[src/rtl/weight_loader_pkg.sv]
// Shared constants for the weight loader: fixed-point word width and FSM encoding.
package weight_loader_pkg;

  localparam int unsigned n = 16;

  localparam logic [1:0] ST_IDLE = 2'd0;
  localparam logic [1:0] ST_LOAD = 2'd1;
  localparam logic [1:0] ST_DONE = 2'd2;

  typedef enum logic [1:0] {
    StIdle = ST_IDLE,
    StLoad = ST_LOAD,
    StDone = ST_DONE
  } state_e;

endpackage

[src/rtl/weight_loader_onehot_dec.sv]
// Maps a node index to the reversed one-hot write-enable pattern (index 0 -> MSB).
module weight_loader_onehot_dec #(
  parameter int unsigned ND = 8,
  parameter int unsigned CW = 8
) (
  input  logic [CW-1:0] idx_i,
  output logic [ND-1:0] onehot_o
);

  always_comb begin
    onehot_o = '0;
    for (int unsigned k = 0; k < ND; k++) begin
      if (idx_i == CW'(k)) onehot_o[ND-1-k] = 1'b1;
    end
  end

endmodule

[src/rtl/weight_loader.sv]
// Streams weight words into per-node shift registers via a shared bus and one-hot strobe.
module weight_loader
  import weight_loader_pkg::*;
#(
  parameter int unsigned N   = n,
  parameter int unsigned ND  = 8,
  parameter int unsigned WPN = 4,
  parameter int unsigned CW  = 8
) (
  input  logic          clk,
  input  logic          rst,
  input  logic          start,
  input  logic          abort,
  input  logic [N-1:0]  s_data,
  input  logic          s_valid,
  output logic          s_ready,
  output logic [N-1:0]  bus,
  output logic [ND-1:0] we,
  output logic          busy,
  output logic          done,
  output logic [CW-1:0] node_idx
);

  localparam logic [CW-1:0] NodeLast = CW'(ND - 1);
  localparam logic [CW-1:0] WordLast = CW'(WPN - 1);

  state_e        state_q, state_d;
  logic [CW-1:0] node_idx_q, node_idx_d;
  logic [CW-1:0] wcnt_q, wcnt_d;
  logic [N-1:0]  bus_q, bus_d;
  logic [ND-1:0] we_q, we_d;
  logic          busy_q, busy_d;
  logic          done_q, done_d;
  logic [ND-1:0] dec_we;
  logic          xfer;

  weight_loader_onehot_dec #(
    .ND (ND),
    .CW (CW)
  ) u_dec (
    .idx_i    (node_idx_q),
    .onehot_o (dec_we)
  );

  // Abort gates ready so a word offered alongside abort is never consumed.
  assign s_ready = (state_q == StLoad) && !abort;
  assign xfer    = s_valid && s_ready;

  always_comb begin
    state_d    = state_q;
    node_idx_d = node_idx_q;
    wcnt_d     = wcnt_q;
    bus_d      = bus_q;
    we_d       = '0;
    if (abort) begin
      state_d    = StIdle;
      node_idx_d = '0;
      wcnt_d     = '0;
    end else begin
      unique case (state_q)
        StIdle: begin
          if (start) begin
            state_d    = StLoad;
            node_idx_d = '0;
            wcnt_d     = '0;
          end
        end
        StLoad: begin
          if (xfer) begin
            bus_d = s_data;
            we_d  = dec_we;
            if (wcnt_q == WordLast) begin
              wcnt_d     = '0;
              node_idx_d = node_idx_q + CW'(1);
              if (node_idx_q == NodeLast) state_d = StDone;
            end else begin
              wcnt_d = wcnt_q + CW'(1);
            end
          end
        end
        StDone: begin
          state_d    = StIdle;
          node_idx_d = '0;
          wcnt_d     = '0;
        end
        default: begin
          state_d    = StIdle;
          node_idx_d = '0;
          wcnt_d     = '0;
        end
      endcase
    end
    busy_d = (state_d == StLoad);
    done_d = (state_d == StDone);
  end

  always_ff @(posedge clk or negedge rst) begin
    if (!rst) begin
      state_q    <= StIdle;
      node_idx_q <= '0;
      wcnt_q     <= '0;
      bus_q      <= '0;
      we_q       <= '0;
      busy_q     <= 1'b0;
      done_q     <= 1'b0;
    end else begin
      state_q    <= state_d;
      node_idx_q <= node_idx_d;
      wcnt_q     <= wcnt_d;
      bus_q      <= bus_d;
      we_q       <= we_d;
      busy_q     <= busy_d;
      done_q     <= done_d;
    end
  end

  assign bus      = bus_q;
  assign we       = we_q;
  assign busy     = busy_q;
  assign done     = done_q;
  assign node_idx = node_idx_q;

endmodule

[config.mk]
export PLATFORM = sky130hd
export DESIGN_NAME = weight_loader
export DESIGN_NICKNAME = d
export VERILOG_FILES = /design/src/rtl/weight_loader_pkg.sv /design/src/rtl/weight_loader_onehot_dec.sv /design/src/rtl/weight_loader.sv
export SDC_FILE = /design/constraint.sdc
export NUM_CORES = 1
export LEC_CHECK = 0
export BUFFER_PORTS_ARGS = -buffer_cell sky130_fd_sc_hd__buf_2
export CORE_ASPECT_RATIO = 0.8
export CORE_UTILIZATION = 53
export CTS_BUF_LIST = sky130_fd_sc_hd__clkbuf_8
export DETAILED_ROUTE_END_ITERATION = 6
export PLACE_DENSITY = 0.78
export REMOVE_ABC_BUFFERS = 1
export SETUP_SLACK_MARGIN = 0.1
export SLEW_MARGIN = 20
export SYNTH_ARGS = -nofsm -noshare
export SYNTH_HDL_FRONTEND = slang
export SYNTH_SLANG_ARGS = --single-unit
[constraint.sdc]
create_clock -name clk -period 2 [get_ports clk]
set_input_delay 0.3 -clock clk [delete_from_list [all_inputs] [get_ports clk]]
set_output_delay 0.3 -clock clk [all_outputs]
set_load 0.05 [all_outputs]
Word level (Yosys, flattened, before mapping)
Cells that the tools add are included.
{ "totals": {"register_bits": 44, "input_bits": 21, "output_inout_bits": 35, "word_cells": 58} }
{ "classes": {"addsub": 2, "eq_ne": 14, "muxes": 26, "bitwise": 1, "n_reduce_logical": 8} }
{ "ops": {"columns": ["op", "n"], "rows": [
  ["two-way mux 8 bit", 10],
  ["equality test 8 x 3 -> 1 bit, second input constant", 4],
  ["one-hot mux 8 bit (2 select lines)", 2],
  ["equality test 8 x 2 -> 1 bit, second input constant", 3],
  ["adder 8 x 1 -> 8 bit, second input constant", 2],
  ["two-way mux 2 bit", 5],
  ["equality test 8 x 1 -> 1 bit, second input constant", 1],
  ["zero test 8 bit", 1],
  ["two-way mux 1 bit", 8],
  ["inequality test 3 bit, second input constant", 2],
  ["AND reduction 3 bit", 2],
  ["equality test 2 x 1 -> 1 bit, second input constant", 2],
  ["one-hot mux 2 bit (2 select lines)", 1],
  ["inequality test 3 x 2 -> 1 bit, second input constant", 1],
  ["equality test 2 bit, second input constant", 1],
  ["logical AND 1 bit", 2],
  ["zero test 2 bit", 1],
  ["AND reduction 2 bit", 1],
  ["zero test 1 bit", 1],
  ["inverter 1 bit", 1]
]} }

Depth between registers and ports, before layout
{ "depth": {"ltp_word": 7, "mapped_depth": 6, "mapped_depth_nobuf": 5} }

Cells and area by module
From an unflattened synthesis, not the netlist that was laid out.
{ "hier_totals": {"cells_unflattened": 178, "hier_area_um2": 2059.5} }
{ "by_module_without_submodules": {"columns": ["module", "instances", "cells_each", "area_each_um2", "seq_area_each_um2"], "rows": [
  ["weight_loader", 1, 163, 1965.6, 1101.1],
  ["weight_loader_onehot_dec", 1, 15, 93.8, 0.0]
]} }

Worst setup path after synthesis
No wires, ideal clock.
{ "synth_timing": {"path_kind": "reg2reg", "start": "register wcnt_q[0]", "end": "register node_idx_q[3], in the netlist node_idx[3]", "setup_ps": 78, "arrival_time_ps": 1779, "t_required_ps": 1922, "setup_slack_ps": 143, "stages_incl_launch_ff": 7, "period_less_slack_ps": 1857, "cell_sequence": "dfrtp_1 > ha_1 > nor3b_2 > a21oi_2 > buf_6 > or4_1 > a21boi_1"} }
{ "synth_between": {"elab_chain_len": 3} }
{ "synth_rtl": {"columns": ["item", "line", "text"], "rows": [
  ["start: declaration", "weight_loader.sv:29", "logic [CW-1:0] wcnt_q, wcnt_d;"],
  ["start signal: assignment", "weight_loader.sv:109", "wcnt_q <= wcnt_d;"],
  ["equality test 8 x 2 -> 1 bit", "weight_loader.sv:72", "if (wcnt_q == WordLast) begin"],
  ["inequality test 3 x 2 -> 1 bit (no source line)", null, null],
  ["AND reduction 3 bit (no source line)", null, null],
  ["end signal: assignment", "weight_loader.sv:108", "node_idx_q <= node_idx_d;"],
  ["end: declaration", "weight_loader.sv:28", "logic [CW-1:0] node_idx_q, node_idx_d;"]
]} }
Every way passes these cells.
A chain may end at the register's enable or synchronous reset.

Final worst setup path
{ "layout_timing": {"start": "register wcnt_q[0]", "end": "register node_idx_q[7], in the netlist node_idx[7]"} }
The elaborated chain is that of the path after synthesis.

==> results_dict.tcl <==
set metrics [dict create \
    status "finished with violations" \
    violations "DRC" \
    synthDistinctLibCells 41 \
    vias 1570 \
    slowest_delay_ns 0.52 \
    cp-start-kind "flip-flop" \
    leakage_nw 1.21 \
    grt_max_degree 45 \
    diodes 0 \
    hpwl_um 3040 \
    wl_um 4140 \
    ant_nets 0 \
    clkTransAtPathRegs_ns 0.08 \
    grt_pass1_wl_um 6870 \
    synth-seq-cells 44 \
    hold_viol_final 0 \
    syn_area_per_cell_sq_um 11.7 \
    cp.required_ns 2.22 \
    fmax_mhz 539 \
    worstPathMaxFanout 11 \
    critPathTopFamily "simple AND/OR/NAND/NOR gates" \
    synth_cells 170 \
    start_util_pct 56.7 \
    grt_pass1_vias 1500 \
    tightest_slew_ns 0.521 \
    cts_buffers 5 \
    drv_cap 0 \
    finalCritPeriodShare_pct 92.8 \
    drc 12 \
    synth_flop_cell "dfrtp_1" \
    synth_top_area_cell "dfrtp_1" \
    yosys_warnings 0 \
    syn_area_sq_um 1990 \
    synthArstFlopShare_pct 100 \
    drt_iter0_markers 93 \
    die_y_um 56.9 \
    clkSinkCount 44 \
    crit_type "reg -> reg" \
    synth_edf_count 0 \
    synth_top_area_share_pct 55.2 \
    fp.coreArea_sq_um 3520 \
    design_area_sq_um 2470 \
    whs_ns 0.0633 \
    cts_tree "built" \
    max-vdd-ir-drop_mv 0.621 \
    finalSetupViolCount 0 \
    ioPinCount 56 \
    hold_class "in -> async" \
    drtPass1Iterations 6 \
    fp.dieW_um 70.6 \
    max_slew_margin_pct 65.3 \
    root_buffer "clkbuf_8" \
    synth_seq_area_share_pct 55.2 \
    routedWlPerCell_um 15.0 \
    path_buf_inv 0 \
    placed_cell_area_sq_um 2350 \
    drive_above_1_share_pct 40.2 \
    antenna_found_initial 0 \
    die_area_sq_um 4010 \
    powerDensity_nw_per_um2 899 \
    htreeDepth 2 \
    gr-total-overflow 0 \
    cpMaxStageDelayCell "or4_1" \
    clkLatencyLatePin_ns 0.29 \
    report.final.slew_viol_count 0 \
    worstPathCellList "ha_2, nor3b_4, a21oi_2, or4_1, a21boi_0" \
    syn_to_final_growth_pct 24.1 \
    clock_skew_ns 0.00797 \
    synth_area_leaders "dfrtp_1 (55%), mux2_2 (9.0%), ha_1 (3.1%)" \
    arrival_ns 2.07 \
    clk_path_buf_depth 2 \
    rsz0062_at_grt "yes" \
    nets 259 \
    grt_usage_pct 22.7 \
    rows 19 \
    gp_congestion 0.930 \
    worstSetupEndpointType "flip-flop" \
    layout_min_cycle_time_ns 1.86 \
    portBuffers 55 \
    vias_per_cell 5.69 \
    finalSetupTns_ns 0 \
]
-- through the flow --
stage | util (%) | instances | total power [mW] | worst slack, ns
2_1_floorplan | - | 164 | 1.43 | -1.09
3_3_place_gp | 66.9 | 268 | 1.58 | 0.252
3_5_place_dp | 66.9 | 268 | 1.59 | 0.167
4_1_cts | 70.0 | 276 | 2.24 | 0.113
5_1_grt | 70.3 | 276 | 2.32 | 0.0499
6_report | 70.3 | 276 | 2.22 | 0.145
-- worst register-to-register path: stages, from the launching register on --
cell and delay (ns):
dfrtp_1 0.44, ha_2 0.25, nor3b_4 0.22, a21oi_2 0.17
or4_1 0.52, a21boi_0 0.18
-- cell type report --
class                   count  area (sq um)
flip-flops and latches     44          1100
repair buffers             62           330
clock buffers               5          68.8
well taps                  42          52.6
fillers                   274          1040
multi-input cells         115           863
clock inverters             3          38.8
inverters                   5          18.8
-- cells in the final DEF (no fill, tap or decap), drive strengths merged, types with 6 or more instances in the layout --
cell type  netlist  routed
dfrtp           44      44
nand2           10      10
buf              4      62
nor2            13      13
and2             9       9
or4              6       6
inv              5       6
o31ai            7       7
mux2            16      16
nand3            7       7
-- final timing paths --
check | startpoint | endpoint | slack [ns] | cells after the start
worst min register to register | bus[15] | bus[15] | 0.50 | 1
min in group clk | s_data[4] | bus[4] | 0.23 | 2
max in group asynchronous | rst | state_q[0] | 1.58 | 2
worst max register to register | wcnt_q[0] | node_idx[7] | 0.14 | 5
worst min-delay path | rst | bus[6] | 0.06 | 2
worst max-delay path | wcnt_q[0] | node_idx[7] | 0.14 | 5
-- synth_stat cells, types with 2 or more instances --
master / instances
nor4_1: 2
and2_1: 9
and3_1: 3
inv_1: 5
xnor2_1: 3
nor2_1: 12
a31oi_1: 2
o41ai_1: 2
o21ai_0: 5
ha_1: 5
a21boi_1: 2
clkbuf_1: 2
dfrtp_1: 44
mux2_2: 16
buf_2: 2
nand2_1: 10
or4_1: 6
nor3_1: 2
nand3_1: 7
nand4_1: 3
o31ai_1: 7
a21oi_1: 2
-- state kept, by name (all words and copies together) (netlist names) --
register	count
bus	16
node_idx	8
wcnt_q	8
we	8
state_q	2
busy	1
done	1
-- report_power, final --
part	switching (mW)	total, mW	leakage, nW	internal, mW
logic	0.407	0.558	0.569	0.151
registers	0.0417	1.01	0.577	0.971
clock network	0.286	0.652	0.0593	0.365
-- cell families after synthesis --
kind of cell | Yosys count | synth area share (%)
and+or+nand+nor | 64 | 18.8
muxes | 17 | 9.54
buffers and inverters | 11 | 2.76
DFF | 44 | 55.2
adders and majority gates | 5 | 3.14
AOI/OAI and AO/OA | 25 | 8.79
xor gates and xnor gates | 4 | 1.76
-- routing by layer --
layer,global-route usage [%],vias up,wire (um)
li1,-,732,-
met2,38.0,71,2070
met3,6.10,11,265
met1,28.1,756,1730
met4,9.14,0,73
met5,0,-,0
-- what timing repair did --
| item | in CTS | in global routing |
|---|---|---|
| pin swaps | 0 | 0 |
| setup buffers | 0 | 0 |
| setup endpoints to repair | 1 | 8 |
| gates resized for setup | 1 | 3 |
| hold buffers | 0 | 0 |
(Power assumes the default switching activity.)
